$ cat src/rtl/truth_table_pkg.sv
// Shared types and helpers for the 3-input gate truth-table probe.
package truth_table_pkg;
    localparam int N_ROWS = 8;
    localparam int ROW_W  = 3;
    localparam int CODE_W = N_ROWS;

    typedef enum logic [1:0] {IDLE, DRIVE, SAMPLE, DONE} state_t;

    // Row 000 lands in the MSB of the code, row 111 in the LSB.
    function automatic logic [ROW_W-1:0] row_bit(input logic [ROW_W-1:0] row);
        return ROW_W'(N_ROWS - 1) - row;
    endfunction
endpackage

$ cat src/rtl/probe_timer.sv
// Loadable down-counter with a zero flag; holds at zero until reloaded.
module probe_timer #(
    parameter int WIDTH = 8
) (
    input  logic             clk,
    input  logic             rst,
    input  logic             load,
    input  logic [WIDTH-1:0] load_value,
    input  logic             en,
    output logic [WIDTH-1:0] count,
    output logic             zero
);
    logic [WIDTH-1:0] count_reg;

    always_ff @(posedge clk) begin
        if (rst) begin
            count_reg <= '0;
        end else if (load) begin
            count_reg <= load_value;
        end else if (en && (count_reg != '0)) begin
            count_reg <= count_reg - WIDTH'(1);
        end
    end

    assign count = count_reg;
    assign zero  = (count_reg == '0);
endmodule

$ cat src/rtl/truth_table_probe.sv
// Walks a 3-input gate through all 8 input rows, assembles its truth-table code
// and compares it with a latched expected value.
module truth_table_probe
    import truth_table_pkg::*;
#(
    parameter int SETTLE  = 4,
    parameter int SAMPLES = 2
) (
    input  logic       clk,
    input  logic       rst,
    input  logic       start,
    input  logic       abort,
    input  logic [7:0] expected,
    input  logic       gate_out,
    output logic       probe_in1,
    output logic       probe_in2,
    output logic       probe_in3,
    output logic       busy,
    output logic       done,
    output logic [7:0] table_code,
    output logic       match,
    output logic       unstable
);
    localparam logic [7:0] SETTLE_LOAD = 8'(SETTLE - 1);
    localparam logic [7:0] SAMPLE_LOAD = 8'(SAMPLES - 1);

    state_t state_reg, state_next;

    logic [ROW_W-1:0]  row_reg;
    logic [CODE_W-1:0] work_reg;
    logic [CODE_W-1:0] exp_reg;
    logic [CODE_W-1:0] table_code_reg;
    logic [CODE_W-1:0] code_next;
    logic              unst_acc_reg;
    logic              first_reg;
    logic              match_reg;
    logic              unstable_reg;

    logic              tmr_load;
    logic              tmr_en;
    logic              tmr_zero;
    logic [7:0]        tmr_load_value;
    logic [7:0]        tmr_count;

    logic              first_sample;
    logic              sample_bad;
    logic              last_sample;
    logic              run_end;
    logic [ROW_W-1:0]  bit_sel;

    probe_timer #(.WIDTH(8)) u_timer (
        .clk        (clk),
        .rst        (rst),
        .load       (tmr_load),
        .load_value (tmr_load_value),
        .en         (tmr_en),
        .count      (tmr_count),
        .zero       (tmr_zero)
    );

    // Working code with the current row's bit replaced by the live sample.
    assign bit_sel = row_bit(row_reg);
    generate
        for (genvar gi = 0; gi < CODE_W; gi++) begin : g_code
            assign code_next[gi] = (bit_sel == ROW_W'(gi)) ? gate_out : work_reg[gi];
        end
    endgenerate

    assign first_sample = (tmr_count == SAMPLE_LOAD);
    assign sample_bad   = !first_sample && (gate_out != first_reg);
    assign last_sample  = (state_reg == SAMPLE) && !abort && tmr_zero;
    assign run_end      = last_sample && (row_reg == ROW_W'(N_ROWS - 1));

    always_ff @(posedge clk) begin
        if (rst) begin
            state_reg <= IDLE;
        end else begin
            state_reg <= state_next;
        end
    end

    always_comb begin
        state_next     = state_reg;
        tmr_load       = 1'b0;
        tmr_load_value = '0;
        tmr_en         = 1'b0;
        case (state_reg)
            IDLE: begin
                if (start) begin
                    state_next     = DRIVE;
                    tmr_load       = 1'b1;
                    tmr_load_value = SETTLE_LOAD;
                end
            end
            DRIVE: begin
                if (abort) begin
                    state_next = IDLE;
                end else if (tmr_zero) begin
                    state_next     = SAMPLE;
                    tmr_load       = 1'b1;
                    tmr_load_value = SAMPLE_LOAD;
                end else begin
                    tmr_en = 1'b1;
                end
            end
            SAMPLE: begin
                if (abort) begin
                    state_next = IDLE;
                end else if (tmr_zero) begin
                    if (run_end) begin
                        state_next = DONE;
                    end else begin
                        state_next     = DRIVE;
                        tmr_load       = 1'b1;
                        tmr_load_value = SETTLE_LOAD;
                    end
                end else begin
                    tmr_en = 1'b1;
                end
            end
            DONE: state_next = IDLE;
            default: state_next = IDLE;
        endcase
    end

    always_ff @(posedge clk) begin
        if (rst) begin
            row_reg        <= '0;
            work_reg       <= '0;
            exp_reg        <= '0;
            unst_acc_reg   <= 1'b0;
            first_reg      <= 1'b0;
            table_code_reg <= '0;
            match_reg      <= 1'b0;
            unstable_reg   <= 1'b0;
        end else begin
            if ((state_reg == IDLE) && start) begin
                exp_reg      <= expected;
                work_reg     <= '0;
                unst_acc_reg <= 1'b0;
                row_reg      <= '0;
            end
            if ((state_reg == SAMPLE) && !abort) begin
                if (first_sample) begin
                    first_reg <= gate_out;
                end
                if (sample_bad) begin
                    unst_acc_reg <= 1'b1;
                end
                if (tmr_zero) begin
                    work_reg <= code_next;
                    if (!run_end) begin
                        row_reg <= row_reg + ROW_W'(1);
                    end
                end
            end
            // Published results only change at the end of a completed run.
            if (run_end) begin
                table_code_reg <= code_next;
                match_reg      <= (code_next == exp_reg);
                unstable_reg   <= unst_acc_reg | sample_bad;
            end
        end
    end

    assign busy = (state_reg == DRIVE) || (state_reg == SAMPLE);
    assign done = (state_reg == DONE);
    assign {probe_in1, probe_in2, probe_in3} = busy ? row_reg : '0;
    assign table_code = table_code_reg;
    assign match      = match_reg;
    assign unstable   = unstable_reg;
endmodule

$ cat config.mk
export PLATFORM = sky130hd
export DESIGN_NAME = truth_table_probe
export DESIGN_NICKNAME = d
export VERILOG_FILES = /design/src/rtl/truth_table_pkg.sv /design/src/rtl/probe_timer.sv /design/src/rtl/truth_table_probe.sv
export SDC_FILE = /design/constraint.sdc
export NUM_CORES = 1
export LEC_CHECK = 0
export CORE_ASPECT_RATIO = 0.5
export CORE_UTILIZATION = 49
export DETAILED_ROUTE_END_ITERATION = 16
export PLACE_DENSITY = 0.72
export SLEW_MARGIN = 15
export SYNTH_ARGS = -nofsm -noshare
export SYNTH_HDL_FRONTEND = slang
export SYNTH_SLANG_ARGS = --single-unit
$ cat constraint.sdc
create_clock -name clk -period 2.5 [get_ports clk]
set_input_delay 0.25 -clock clk [delete_from_list [all_inputs] [get_ports clk]]
set_output_delay 0.25 -clock clk [all_outputs]
set_load 0.005 [all_outputs]
==> flow_metrics.tcl, run 1 <==
set metrics [dict create \
    power_density_mw_per_mm2 647 \
    total_power_mw 1.67 \
    cts_hold_buf 0 \
    fp-row-count 16 \
    fin_skew_ns 0.00436 \
    first_pass_iters 4 \
    nNetsFinal 316 \
    clock_latency_ns 0.29 \
    post_cts_buffers 0 \
    syn_inst 260 \
    finalHoldViolCount 0 \
    synth_top_family_by_area "simple AND/OR/NAND/NOR gates" \
    vias 1879 \
    cts_inserted_buffers 5 \
    overflow 0 \
    max_cap_viol_count 0 \
    drive_gt1_share_pct 6.21 \
    synth-simple-area-share_pct 23.5 \
    avgSynthCellArea_sq_um 8.27 \
    whs_ns 0.463 \
    min_period_over_period_pct 91.4 \
    setup_viol 0 \
    yosys_warnings 0 \
    htree_levels 2 \
    max_stage_delay_ns 0.48 \
    vdd.ir_drop.worst_mv 0.321 \
    route.detailed.drc 0 \
    die_h_um 48.8 \
    tightest_slew_ns 0.579 \
    io_pins 28 \
    synthesis.nets 287 \
    cts_tree "yes" \
    clockRootBuffer "clkbuf_8" \
    synth_xor_area_share_pct 4.48 \
    cts.repair.resized 0 \
    synth_edf_count 0 \
    fin_util_pct 64.0 \
    grt_max_degree 32 \
    async_flop_share_pct 0 \
    worstPathMaxFanout 7 \
    grt_pass1_vias 1812 \
    synth_seq_cells 41 \
    synth_cell_type_count 35 \
    area_delta_synth_final_pct 20.3 \
    period_minus_slack_ns 2.28 \
    die_w_um 95.7 \
    drv_slew 0 \
    required_ns 2.73 \
    syn_area_sq_mm 0.00215 \
    slew-limit-headroom_pct 61.3 \
    cts_sinks 41 \
    synthMuxAreaShare_pct 4.66 \
    clk_pin_slew_ns 0.08 \
    drtIter0Drc 74 \
    detailed_place_hpwl_um 3630 \
    critPathSlowestCell "or4_1" \
    start_util_pct 53.2 \
    wl_um 4910 \
    grt_pass1_wl_um 8330 \
    fmax_mhz 438 \
    crit_chain "inv_1, ha_1, nor4b_4, o2111ai_2, and3_4, or4_1, a21oi_1" \
    antenna_found_initial 0 \
    layout.cells.non_filler 344 \
    setup_tns_ns 0 \
    rsz0062_at_grt "no" \
    viasPerCell 5.46 \
    outcome "complete, no violations" \
    yosys-top-cells-area "dfxtp_1 (38%), ha_1 (8.1%), nor2_1 (6.6%)" \
    diodes 0 \
    worstSetupPathType "reg -> reg" \
    placed_cells 336 \
    synth_fa_ha_area_share_pct 8.15 \
    wire_per_inst_um 14.3 \
    start_kind "flop" \
    ant_nets 0 \
    place_area_sq_mm 0.00249 \
    yosysTopAreaCell "dfxtp_1" \
    synth_compound_area_share_pct 17.2 \
    yosysSeqAreaShare_pct 38.2 \
    cts.path.max_buffers 2 \
    dp_slack_ns 0.272 \
    stdcell_area_sq_mm 0.00259 \
    core-area_sq_mm 0.00404 \
    synth_ff_type "dfxtp_1" \
    fin_ws_ns 0.215 \
    synth.top_cell.area_share_pct 38.2 \
    arrival_ns 2.51 \
    port_buffers 27 \
    die_area_sq_mm 0.00467 \
    end_kind "flop" \
    gp_congestion 0.852 \
    grt_usage_pct 23.2 \
    min_path_type "reg -> reg" \
    power_leakage_nw 0.976 \
]
==> cells by family after synthesis <==
logic type | count (synthesis)
buffers and inverters | 22
muxes | 10
AOI/OAI and AO/OA | 59
and+or+nand+nor | 103
DFF | 41
adders and majority gates | 14
xor gates and xnor gates | 11
==> report_power, final <==
part / internal [mW] / switching (mW) / total, mW
logic: 0.194 / 0.260 / 0.454
registers: 0.698 / 0.0595 / 0.758
clock network: 0.224 / 0.239 / 0.463
total: 1.12 / 0.558 / 1.67
==> critical path: cells and delay by family, from the launching register on <==
kind | cells | cell delay (ns)
and+or+nand+nor | 3 | 1.16
AOI/OAI and AO/OA | 2 | 0.44
DFF | 1 | 0.34
adders and majority gates | 1 | 0.17
buffers and inverters | 1 | 0.12
==> synthesized netlist by cell type, drive strengths merged, types with 3 or more instances <==
cell / instances
dfxtp: 41
nor2: 38
nand2: 27
a21oi: 23
ha: 14
a31oi: 11
inv: 11
clkbuf: 10
mux2i: 10
a211oi: 8
nand3: 8
o21ai: 7
xnor2: 7
nand2b: 6
nand4: 6
nor3: 5
xor2: 4
nand3b: 3
nor2b: 3
or3: 3
==> metal layers <==
metal	wire length [um]	part of all wire, %	up-vias	GRT usage [%]
met5	0	0	-	0
met4	65	1.3	0	6.47
met3	164	3.3	9	6.07
met2	2240	46	29	36.9
met1	2440	50	867	31.2
li1	-	-	974	-
==> layout by cell type (no fill, tap or decap), types with 4 or more instances in the layout <==
master,n
mux2i_1,10
inv_1,11
a21oi_1,23
nand3_1,8
xnor2_1,7
nor2_1,38
o21ai_0,6
xor2_1,4
nand2_1,27
clkbuf_8,6
buf_4,6
dfxtp_1,41
nor3_1,4
clkdlybuf4s50_1,27
nand2b_1,6
nand4_1,6
a31oi_1,11
ha_1,14
a211oi_1,8
==> final timing paths <==
check	slack [ns]	to	from	depth (start not counted)
max	0.22	u_timer.count[5]$_SDFFE_PP0P_	u_timer.count[0]$_SDFFE_PP0P_	7
min	0.46	table_code[0]$_SDFFE_PP0P_	table_code[0]$_SDFFE_PP0P_	2
max reg2reg	0.22	u_timer.count[5]$_SDFFE_PP0P_	u_timer.count[0]$_SDFFE_PP0P_	7
min reg2reg	0.46	table_code[0]$_SDFFE_PP0P_	table_code[0]$_SDFFE_PP0P_	2
==> cell type report <==
cell class | count | area, sq um
clock inverter | 2 | 13.8
tap | 54 | 67.6
fill | 359 | 1460
clock buffer | 6 | 82.6
multi-input combinational | 197 | 1240
sequential | 41 | 821
timing repair buffer | 33 | 315
inverter | 11 | 41.3
Power figures use the tool's default switching activity.
==> run 2: changes to the inputs <==
CTS_BUF_LIST = sky130_fd_sc_hd__clkbuf_8 sky130_fd_sc_hd__clkbuf_16   (was unset)
==> results of run 2 <==
No change in the layout: final DEF, timing and power equal those of run 1.
==> run 3: changes to the inputs <==
CTS_CLUSTER_SIZE = 24   (was unset)
RECOVER_POWER = 25   (was unset)
SETUP_SLACK_MARGIN = 0.2   (was unset)
==> run 3 against run 2 <==
  * Final cell count rose by 0.58%
  * Via count rose by 0.32%
  * Cell area rose by 0.97%
  * Fmax rose by 4.5%
  * First-iteration DRC count rose by 6.8%
  * Largest power group unchanged
  * Highest routed layer unchanged
==> flow_metrics.tcl, run 3 (same netlist as run 1, synthesis figures left out) <==
set metrics [dict create \
    outcome "complete, no violations" \
    worstPathMaxFanout 6 \
    final_cell_mix "dfxtp_1 (40), nor2_1 (38), nand2_1 (27)" \
    clockRootBuffer "clkbuf_8" \
    crit_chain "ha_1, ha_1, nor2b_1, o2111ai_2, and3_4, or4_1, a21oi_1" \
    finalHoldViolCount 0 \
    total_power_mw 1.70 \
    antenna_found_initial 0 \
    power_density_mw_per_mm2 651 \
    route.detailed.drc 0 \
    port_buffers 27 \
    cts_sinks 41 \
    grt_pass1_wl_um 8330 \
    htree_levels 2 \
    start_kind "flop" \
    ant_nets 0 \
    mostFrequentLayoutCell "dfxtp_1" \
    wl_um 4930 \
    grt_usage_pct 23.2 \
    max_stage_delay_ns 0.48 \
    fp-row-count 16 \
    min_path_type "reg -> reg" \
    drive_gt1_share_pct 7.53 \
    vias 1885 \
    overflow 0 \
    slew-limit-headroom_pct 60.9 \
    setup_viol 0 \
    fmax_mhz 457 \
    diodes 0 \
    core-area_sq_mm 0.00404 \
    period_minus_slack_ns 2.19 \
    die_h_um 48.8 \
    clk_pin_slew_ns 0.08 \
    drtIter0Drc 79 \
    grt_pass1_vias 1812 \
    die_area_sq_mm 0.00467 \
    whs_ns 0.459 \
    clock_latency_ns 0.29 \
    die_w_um 95.7 \
    tightest_slew_ns 0.586 \
    area_delta_synth_final_pct 21.5 \
    power_leakage_nw 1.02 \
    crit_top_cell "ha_1" \
    layout.cells.non_filler 346 \
    placed_cells 336 \
    fin_skew_ns 0.00495 \
    grt_max_degree 32 \
    io_pins 28 \
    arrival_ns 2.41 \
    setup_tns_ns 0 \
    cts_inserted_buffers 5 \
    cts_tree "yes" \
    gp_congestion 0.852 \
    cts.path.max_buffers 2 \
    worstSetupPathType "reg -> reg" \
    detailed_place_hpwl_um 3630 \
    wire_per_inst_um 14.3 \
    critPathSlowestCell "or4_1" \
    max_cap_viol_count 0 \
    end_kind "flop" \
    first_pass_iters 4 \
    cts_hold_buf 0 \
    min_period_over_period_pct 87.5 \
    start_util_pct 53.2 \
    rsz0062_at_grt "no" \
    required_ns 2.73 \
    vdd.ir_drop.worst_mv 0.321 \
    drv_slew 0 \
    nNetsFinal 318 \
    viasPerCell 5.45 \
]
-- run 3: report_power, final --
| group | switching, mW | internal, mW | total (mW) |
|---|---|---|---|
| Clock | 0.239 | 0.224 | 0.463 |
| Sequential | 0.0601 | 0.698 | 0.758 |
| Combinational | 0.268 | 0.211 | 0.479 |
| Total | 0.568 | 1.13 | 1.70 |
-- run 3: worst paths after layout --
check / start / endpoint / slack (ns) / cells after the start
worst max register to register: row_reg[0]$_SDFF_PP0_ / u_timer.count[5]$_SDFFE_PP0P_ / 0.31 / 7
worst max-delay path: row_reg[0]$_SDFF_PP0_ / u_timer.count[5]$_SDFFE_PP0P_ / 0.31 / 7
worst min-delay path: table_code[0]$_SDFFE_PP0P_ / table_code[0]$_SDFFE_PP0P_ / 0.46 / 2
worst min register to register: table_code[0]$_SDFFE_PP0P_ / table_code[0]$_SDFFE_PP0P_ / 0.46 / 2
-- run 3: layer usage --
metal | GRT usage, % | share of wire (%) | vias to the layer above
li1 | - | - | 977
met1 | 31.2 | 49 | 869
met2 | 36.9 | 46 | 32
met3 | 6.07 | 3.3 | 7
met4 | 6.47 | 0.85 | 0
met5 | 0 | 0 | -
-- run 3: critical path, delay by kind of cell (launching register included) --
kind	cells	cell delay, ns
adder cells (fa/ha/maj)	2	0.49
AND/OR/NAND/NOR	3	0.92
AO/OA/AOI/OAI	2	0.38
flip-flops	1	0.34
-- run 3: timing repair --
item,4_1_cts,5_1_grt
gates resized for setup,0,3
setup buffers,0,2
setup endpoints to repair,0,1
-- run 3: layout make-up --
| type | instances | area (sq um) |
|---|---|---|
| Clock inverter | 2 | 13.8 |
| Inverter | 11 | 41.3 |
| Timing Repair Buffer | 35 | 330 |
| Fill cell | 355 | 1430 |
| Clock buffer | 6 | 82.6 |
| Sequential cell | 41 | 822 |
| Tap cell | 54 | 67.6 |
| Multi-Input combinational cell | 197 | 1250 |
-- run 3: metrics by stage --
| stage | instance area [sq um] | utilization [%] | setup slack [ns] |
|---|---|---|---|
| 2_1_floorplan | 2150 | - | 0.496 |
| 3_3_place_gp | 2490 | 61.6 | 0.431 |
| 3_5_place_dp | 2490 | 61.6 | 0.272 |
| 4_1_cts | 2590 | 64.0 | 0.261 |
| 5_1_grt | 2610 | 64.6 | 0.186 |
| 6_report | 2610 | 64.6 | 0.313 |
